==> config.mk <==
export PLATFORM = sky130hd
export DESIGN_NAME = spad_quench_ctrl
export DESIGN_NICKNAME = d
export VERILOG_FILES = /design/src/rtl/spad_quench_ctrl.sv
export SDC_FILE = /design/constraint.sdc
export NUM_CORES = 1
export LEC_CHECK = 0
export CORE_UTILIZATION = 40
export DETAILED_ROUTE_END_ITERATION = 8
export PLACE_DENSITY_LB_ADDON = 0.08
export SLEW_MARGIN = 20
export SYNTH_ARGS = -nofsm -noshare
export SYNTH_HDL_FRONTEND = slang
export SYNTH_SLANG_ARGS = --single-unit
==> constraint.sdc <==
create_clock -name clk -period 2 [get_ports clk]
set_input_delay 0.3 -clock clk [delete_from_list [all_inputs] [get_ports clk]]
set_output_delay 0.3 -clock clk [all_outputs]
set_load 0.02 [all_outputs]
==> src/rtl/spad_quench_ctrl.sv <==
// rtl/spad_quench_ctrl.sv - event-driven SPAD active quench/hold-off/reset sequencer
// Optional feature macro: SPAD_EVT_COUNTER_EN adds photon_cnt/cnt_clr and the saturating counter.
module spad_quench_ctrl #(
  parameter int QUENCH_CYC = 25,
  parameter int HOLD_CYC   = 50,
`ifdef SPAD_EVT_COUNTER_EN
  parameter int RESET_CYC  = 25,
  parameter int CNT_W      = 16
`else
  parameter int RESET_CYC  = 25
`endif
) (
  input  logic             clk,
  input  logic             rst_n,
  input  logic             enable,
  input  logic             avalanche,
`ifdef SPAD_EVT_COUNTER_EN
  input  logic             cnt_clr,
  output logic [CNT_W-1:0] photon_cnt,
`endif
  output logic             geiger_mode_en,
  output logic             quench,
  output logic             reset,
  output logic             busy,
  output logic             photon_pulse
);

  typedef enum logic [2:0] {
    S_IDLE,
    S_ARMED,
    S_QUENCH,
    S_HOLD,
    S_RESET
  } state_t;

  localparam logic [15:0] QUENCH_LD = 16'(QUENCH_CYC - 1);
  localparam logic [15:0] HOLD_LD   = 16'(HOLD_CYC - 1);
  localparam logic [15:0] RESET_LD  = 16'(RESET_CYC - 1);

  state_t      state, state_nx;
  logic [15:0] dur, dur_nx;
  logic        s1, s2, s3;
  logic        av_edge;

  assign av_edge = s2 & ~s3;

  // Three-flop synchroniser on the asynchronous comparator output; runs in every state
  always_ff @(posedge clk) begin
    if (!rst_n) begin
      s1 <= 1'b0;
      s2 <= 1'b0;
      s3 <= 1'b0;
    end else begin
      s1 <= avalanche;
      s2 <= s1;
      s3 <= s2;
    end
  end

  // State and duration counter registers
  always_ff @(posedge clk) begin
    if (!rst_n) begin
      state <= S_IDLE;
      dur   <= 16'd0;
    end else begin
      state <= state_nx;
      dur   <= dur_nx;
    end
  end

  // Next-state logic; edges outside ARMED are simply ignored (dead time)
  always_comb begin
    state_nx = state;
    dur_nx   = dur;
    case (state)
      S_IDLE: begin
        if (enable) state_nx = S_ARMED;
      end
      S_ARMED: begin
        if (!enable) begin
          state_nx = S_IDLE;
        end else if (av_edge) begin
          state_nx = S_QUENCH;
          dur_nx   = QUENCH_LD;
        end
      end
      S_QUENCH: begin
        if (dur == 16'd0) begin
          state_nx = S_HOLD;
          dur_nx   = HOLD_LD;
        end else begin
          dur_nx = dur - 16'd1;
        end
      end
      S_HOLD: begin
        if (dur == 16'd0) begin
          state_nx = S_RESET;
          dur_nx   = RESET_LD;
        end else begin
          dur_nx = dur - 16'd1;
        end
      end
      S_RESET: begin
        if (dur == 16'd0) begin
          state_nx = enable ? S_ARMED : S_IDLE;
        end else begin
          dur_nx = dur - 16'd1;
        end
      end
      default: begin
        state_nx = S_IDLE;
        dur_nx   = 16'd0;
      end
    endcase
  end

  // Outputs registered from the next state so they line up with the state register
  always_ff @(posedge clk) begin
    if (!rst_n) begin
      geiger_mode_en <= 1'b0;
      quench         <= 1'b0;
      reset          <= 1'b0;
      busy           <= 1'b0;
      photon_pulse   <= 1'b0;
    end else begin
      geiger_mode_en <= (state_nx != S_IDLE);
      quench         <= (state_nx == S_QUENCH);
      reset          <= (state_nx == S_RESET);
      busy           <= (state_nx == S_QUENCH) || (state_nx == S_HOLD) || (state_nx == S_RESET);
      photon_pulse   <= (state == S_ARMED) && (state_nx == S_QUENCH);
    end
  end

`ifdef SPAD_EVT_COUNTER_EN
  // Saturating photon counter; a clear coincident with a pulse keeps that photon
  always_ff @(posedge clk) begin
    if (!rst_n) begin
      photon_cnt <= '0;
    end else if (cnt_clr) begin
      photon_cnt <= photon_pulse ? CNT_W'(1) : '0;
    end else if (photon_pulse && (photon_cnt != {CNT_W{1'b1}})) begin
      photon_cnt <= photon_cnt + CNT_W'(1);
    end
  end
`endif

endmodule

==> results of run 1 <==
through the flow:
step                hold slack, ps  utilization [%]  total power, W  setup WS (ps)
floorplan                      412                -        0.000832          -28.4
global placement               421             50.6        0.000956          -34.2
CTS                            462             51.4         0.00120          -38.2
detailed placement             425             50.6        0.000962          -85.7
global route                   489             53.7         0.00131          -97.3
finish                         455             53.7         0.00124          -48.9
logic make-up after synthesis:
logic type	after synthesis
mux	2
buf+inv	11
flops	27
xor+xnor	9
fa+ha+maj	1
simple gates	76
compound gates	42
worst paths after layout:
path,startpoint,end,slack (ps),depth (start not counted)
min,s1,s2,460,1
max,dur[1],dur[8],-50,7
min reg2reg,s1,s2,460,1
max reg2reg,dur[1],dur[8],-50,7
routing by layer:
metal | share of wire [%] | vias to the layer above
li1 | - | 669
met1 | 50 | 627
met2 | 46 | 19
met3 | 2.4 | 7
met4 | 1.8 | 0
met5 | 0 | -
power by group through the flow:
stage | registers, W | clock network, W | logic (W)
finish | 0.000597 | 0.000245 | 0.000393
global route | 0.000603 | 0.000277 | 0.000428
CTS | 0.000594 | 0.000252 | 0.000358
detailed placement | 0.000606 | 0 | 0.000355
global placement | 0.000605 | 0 | 0.000351
floorplan | 0.000606 | 0 | 0.000226
layout by cell type, fill, tap and decap left out, types with 3 or more instances in the layout:
cell and n:
a21oi_1 6, and2_1 7, buf_4 24, clkbuf_4 3, clkdlybuf4s50_1 8, dfxtp_1 25
inv_1 3, nand2_1 10, nand2b_1 3, nand3_1 5, nand4_1 3, nor2_1 19
nor2b_1 3, nor3_1 4, o21ai_0 6, o31a_1 3, o31ai_1 4, or2_2 3
xor2_1 8
flip-flops by register name, summed over array words and instances, names as in the netlist:
| name | cells |
|---|---|
| dur | 16 |
| state | 3 |
| busy | 1 |
| geiger_mode_en | 1 |
| photon_pulse | 1 |
| quench | 1 |
| reset | 1 |
| s1 | 1 |
| s2 | 1 |
| s3 | 1 |
worst register-to-register path, delay by kind of cell (launching register included):
family | cells | cell delay, ps
AO/OA/AOI/OAI | 3 | 510
adder cells (fa/ha/maj) | 1 | 130
buffers and inverters | 1 | 70
flip-flops | 1 | 360
AND/OR/NAND/NOR | 2 | 920
cell type report:
| cell class | count | share of cell area, % |
|---|---|---|
| Clock buffer | 4 | 1.44 |
| Inverter | 5 | 1.03 |
| Multi-Input combinational cell | 130 | 50.3 |
| Sequential cell | 27 | 29.8 |
| Tap cell | 46 | 3.16 |
| Timing Repair Buffer | 32 | 14.3 |
what timing repair did:
item | 4_1_cts | 5_1_grt
hold endpoints to repair | 0 | 0
pin swaps | 0 | 4
gates resized for setup | 0 | 14
setup endpoints to repair | 13 | 19
buffers inserted | 0 | 2
==> results.py, run 1 <==
metrics = {
    "status": {
        "status": "finished, violations left",
        "violations": "setup timing",
    },
    "setup_path": {
        "arrival_ps": 2330,
        "worstSetupPathType": "flop to flop",
        "critPathMaxFanout": 4,
        "crit_chain": "inv_2 -> ha_4 -> or4b_4 -> a211oi_4 -> o21ai_2 -> or4_4 -> a21oi_2",
        "cp.buffers_inverters": 1,
        "start_kind": "flop",
        "crit_slowest_cell": "or4b_4",
        "path_delay_family": "simple AND/OR/NAND/NOR gates",
        "worstPathRequired_ps": 2280,
        "crit_path_max_incr_delay_ps": 500,
        "worst_setup_path_end_kind": "flop",
    },
    "route": {
        "wl_per_cell_um": 14.5,
        "vias_per_cell": 5.42,
        "drt_drc_violations_left": 0,
        "routed_wl_um": 3530,
        "drt_iter0_markers": 50,
        "first_pass_iters": 4,
        "num_vias": 1322,
        "ant_nets": 0,
    },
    "grt": {
        "grt_usage_pct": 20.1,
        "antenna_found_initial": 0,
        "grt_use_met3_pct": 3.11,
        "use_met1_pct": 28.9,
        "busiest_layer": "met2",
        "grt_max_degree": 15,
        "first_global_vias": 1225,
        "gr-total-overflow": 0,
        "grt_use_met2_pct": 30.2,
        "grt_pass1_wl_um": 5610,
    },
    "yosys": {
        "ys_seq_area_share_pct": 37.6,
        "yosys-top-cells-count": "dfxtp_1, nor2_1, nand2_1",
        "synth_area_leaders": "dfxtp_1, nor2_1, xor2_1, and2_1, nand2_1",
        "yosysTopAreaCell": "dfxtp_1",
        "netlist-cell-type-count": 51,
        "synth_top_family_by_area": "simple AND/OR/NAND/NOR gates",
        "synth_most_common_cell": "dfxtp_1",
        "synthMuxAreaShare_pct": 1.39,
        "yosysWarnings": 0,
        "synth_top_area_share_pct": 37.6,
        "synth_compound_area_share_pct": 21.7,
        "avgSynthCellArea_um2": 8.56,
        "synth-simple-area-share_pct": 29.9,
        "synthArstFlopShare_pct": 0,
        "netlist_area_um2": 1440,
        "ys_seq_elements": 27,
        "synth_nets": 173,
        "synth_flop_cell": "dfxtp_1",
        "synth-edff-count": 0,
        "netlist_instances": 168,
        "synth-xor-area-share_pct": 5.48,
        "synth_fa_ha_area_share_pct": 0.870,
    },
    "sta": {
        "worst_pin_slew_ps": 516,
        "fin_crit_sh_pct": 102,
        "period_minus_slack_ps": 2050,
        "finalSetupViolations": 1,
        "worst_slack_ps": -48.9,
        "relSlewSlack_pct": 65.4,
        "rsz0062_at_grt": "yes",
        "finalSetupTns_ps": -48.9,
        "hold_viol": 0,
        "fin_skew_ps": 8.51,
        "fmax_mhz": 488,
        "drv_slew": 0,
    },
    "layout": {
        "area_growth_pct": 26.7,
        "fillers": 326,
        "final_area_um2": 1820,
        "multiInputGateArea_um2": 916,
        "register_area_um2": 543,
        "antenna_cells": 0,
        "drive_gt1_share_pct": 25.8,
        "instances_no_fill": 244,
        "layout.nets": 204,
    },
    "floorplan": {
        "start_util_pct": 42.4,
        "core_area_um2": 3390,
        "die-width_um": 62.0,
        "ios": 9,
        "dieHeight_um": 62.0,
        "dieArea_um2": 3840,
        "rows": 21,
    },
    "place": {
        "routabilityCongestion": 0.892,
        "dp_cells": 238,
        "dp_hpwl_um": 2590,
        "port_buffers": 8,
        "placed_area_um2": 1720,
    },
    "clocking": {
        "cts.clk_slew.worst_paths_ps": 150,
        "clk_path_buf_depth": 2,
        "cts-root-buf": "clkbuf_4",
        "clock_latency_ps": 330,
        "cts_max_level": 1,
        "cts_buffers": 3,
        "cts_tree": "built",
        "clock_sinks": 27,
        "ctsHoldBuffers": 0,
    },
    "worst_hold_path": {
        "hold_path_class": "flop to flop",
    },
    "power_and_ir_drop": {
        "pwr-share-comb_pct": 31.8,
        "p_switching_w": 0.000408,
        "cellPowerDensity_nw_per_um2": 678,
        "power_frac_clock_pct": 19.8,
        "internal_power_w": 0.000827,
        "p_leak_nw": 0.715,
        "sw_frac_of_total_pct": 33.0,
        "irDropWorstVdd_mv": 0.339,
        "sequentialPowerShare_pct": 48.3,
    },
    "flow_run": {
        "drv_cap": 0,
    },
}
No activity file was read; power rests on OpenSTA's default activity.
==> run 2: changes to the inputs <==
--- a/config.mk
+++ b/config.mk
@@ -5,10 +5,12 @@
 export SDC_FILE = /design/constraint.sdc
 export NUM_CORES = 1
 export LEC_CHECK = 0
-export CORE_UTILIZATION = 40
+export CELL_PAD_IN_SITES_DETAIL_PLACEMENT = 0
+export CELL_PAD_IN_SITES_GLOBAL_PLACEMENT = 2
+export CORE_UTILIZATION = 32
 export DETAILED_ROUTE_END_ITERATION = 8
 export PLACE_DENSITY_LB_ADDON = 0.08
-export SLEW_MARGIN = 20
+export SLEW_MARGIN = 15
 export SYNTH_ARGS = -nofsm -noshare
 export SYNTH_HDL_FRONTEND = slang
 export SYNTH_SLANG_ARGS = --single-unit
==> constraint.sdc (replaced) <==
create_clock -name clk -period 1.7 [get_ports clk]
set_input_delay 0.255 -clock clk [delete_from_list [all_inputs] [get_ports clk]]
set_output_delay 0.255 -clock clk [all_outputs]
set_load 0.02 [all_outputs]
==> run 2 against run 1 <==
The flow still finishes with violations (setup timing). Clock skew is 5.5 ps lower. Non-clock buffer count is 21 higher. Critical path type unchanged. Sequential power is 17% higher. Fmax is 6.2% higher. Highest routed layer unchanged. Global-route usage is 3.1 points lower.
==> results.py, run 2 (synthesis gave the netlist of run 1 again) <==
metrics = {
    "status": {
        "status": "finished, violations left",
        "violations": "setup timing",
    },
    "route": {
        "routed_wl_um": 3930,
        "first_pass_iters": 4,
        "num_vias": 1391,
        "drt_drc_violations_left": 0,
        "wl_per_cell_um": 14.5,
        "drt_iter0_markers": 78,
        "vias_per_cell": 5.13,
        "ant_nets": 0,
    },
    "setup_path": {
        "start_kind": "flop",
        "critPathMaxFanout": 4,
        "reg2reg_from": "dur[1]",
        "worstPathRequired_ps": 1920,
        "arrival_ps": 2150,
        "r2r-end": "dur[8]",
        "worstSetupPathType": "flop to flop",
        "worst_setup_path_end_kind": "flop",
        "reg2reg_depth": 7,
        "r2r_slack_ps": -230,
    },
    "floorplan": {
        "start_util_pct": 33.2,
        "core_area_um2": 4320,
        "ios": 9,
        "rows": 24,
        "dieArea_um2": 4760,
        "dieHeight_um": 69.0,
        "die-width_um": 69.0,
    },
    "sta": {
        "fin_crit_sh_pct": 114,
        "worst_pin_slew_ps": 528,
        "finalSetupViolations": 18,
        "hold_viol": 0,
        "fmax_mhz": 518,
        "drv_slew": 0,
        "worst_slack_ps": -230,
        "fin_skew_ps": 3.01,
        "rsz0062_at_grt": "yes",
        "relSlewSlack_pct": 64.7,
        "period_minus_slack_ps": 1930,
    },
    "clocking": {
        "clock_latency_ps": 270,
        "ctsHoldBuffers": 0,
        "cts_tree": "built",
        "cts-root-buf": "clkbuf_8",
        "clk_path_buf_depth": 2,
        "cts_max_level": 1,
        "cts_buffers": 3,
        "clock_sinks": 27,
        "cts.clk_slew.worst_paths_ps": 100,
    },
    "grt": {
        "gr-total-overflow": 0,
        "first_global_vias": 1348,
        "grt_use_met3_pct": 1.90,
        "grt_pass1_wl_um": 6490,
        "grt_max_degree": 16,
        "antenna_found_initial": 0,
        "use_met1_pct": 24.2,
        "busiest_layer": "met2",
        "grt_use_met2_pct": 27.4,
        "grt_usage_pct": 17.0,
    },
    "layout": {
        "utilization_pct": 49.4,
        "final_area_um2": 2140,
        "layout.nets": 225,
        "multiInputGateArea_um2": 1020,
        "register_area_um2": 543,
        "mostFrequentLayoutCells": "buf_4, dfxtp_1, nor2_1",
        "layout_commonest_cell": "buf_4",
        "antenna_cells": 0,
        "largest_reg_flops": 16,
        "drive_gt1_share_pct": 40.6,
        "fillers": 436,
        "max_flop_register": "dur",
        "area_growth_pct": 48.7,
        "reg_top3": "dur x16, state x3",
    },
    "place": {
        "placed_area_um2": 1950,
        "place_ws_ps": -258,
        "port_buffers": 8,
        "dp_hpwl_um": 2880,
        "routabilityCongestion": 0.805,
    },
    "worst_hold_path": {
        "hold_path_class": "flop to flop",
        "min-delay-start": "s1",
        "hold_depth": 1,
        "min_to": "s2",
    },
    "power_and_ir_drop": {
        "cellPowerDensity_nw_per_um2": 825,
        "p_leak_nw": 0.842,
        "fin_total_pwr_w": 0.00176,
        "irDropWorstVdd_mv": 0.290,
    },
    "flow_run": {
        "drv_cap": 0,
    },
}
run 2: report_power, final:
group / total, W / switching (W) / leakage (nW) / internal (W)
logic: 0.000687 / 0.000329 / 0.597 / 0.000358
clock network: 0.000379 / 0.000215 / 0.0255 / 0.000165
registers: 0.000697 / 0.0000310 / 0.220 / 0.000666
run 2: critical path, stage by stage, from the launching register on:
cell and delay, ps:
dfxtp_2 330, inv_2 70, ha_4 140, or4b_4 480
a211oi_4 190, o21ai_2 110, or4_4 420, a21oi_2 110
run 2: through the flow:
step | setup TNS (ps) | hold WS [ps] | cells
floorplan | -1140 | 382 | 168
finish | -2120 | 445 | 271
global route | -4290 | 458 | 271
global placement | -2600 | 420 | 264
detailed placement | -3410 | 422 | 264
CTS | -1840 | 450 | 270
run 2: layer usage:
metal	part of all wire, %	vias up
met5	0	-
li1	-	714
met2	47	12
met1	51	663
met4	0.48	0
met3	1.7	2
run 2: what timing repair did:
action / CTS / global route
setup buffers: 3 / 1
resized for setup: 19 / 13
pin swaps: 7 / 3
setup endpoints to repair: 22 / 22
run 2: area by class of cell:
type                       count  area share, %
multi-input combinational    130           47.5
tap                           52           3.04
clock buffer                   3           1.93
inverter                       5          0.995
sequential                    27           25.4
timing repair buffer          53           20.8
clock inverter                 1          0.234
run 2: worst max path at each step:
| stage | slack (ps) | from | endpoint |
|---|---|---|---|
| floorplan | -280 | dur[0] | dur[8] |
| global route | -310 | dur[1] | dur[8] |
| global placement | -220 | enable | dur[8] |
| finish | -230 | dur[1] | dur[8] |
| detailed placement | -260 | dur[1] | dur[8] |
| CTS | -240 | dur[1] | dur[8] |
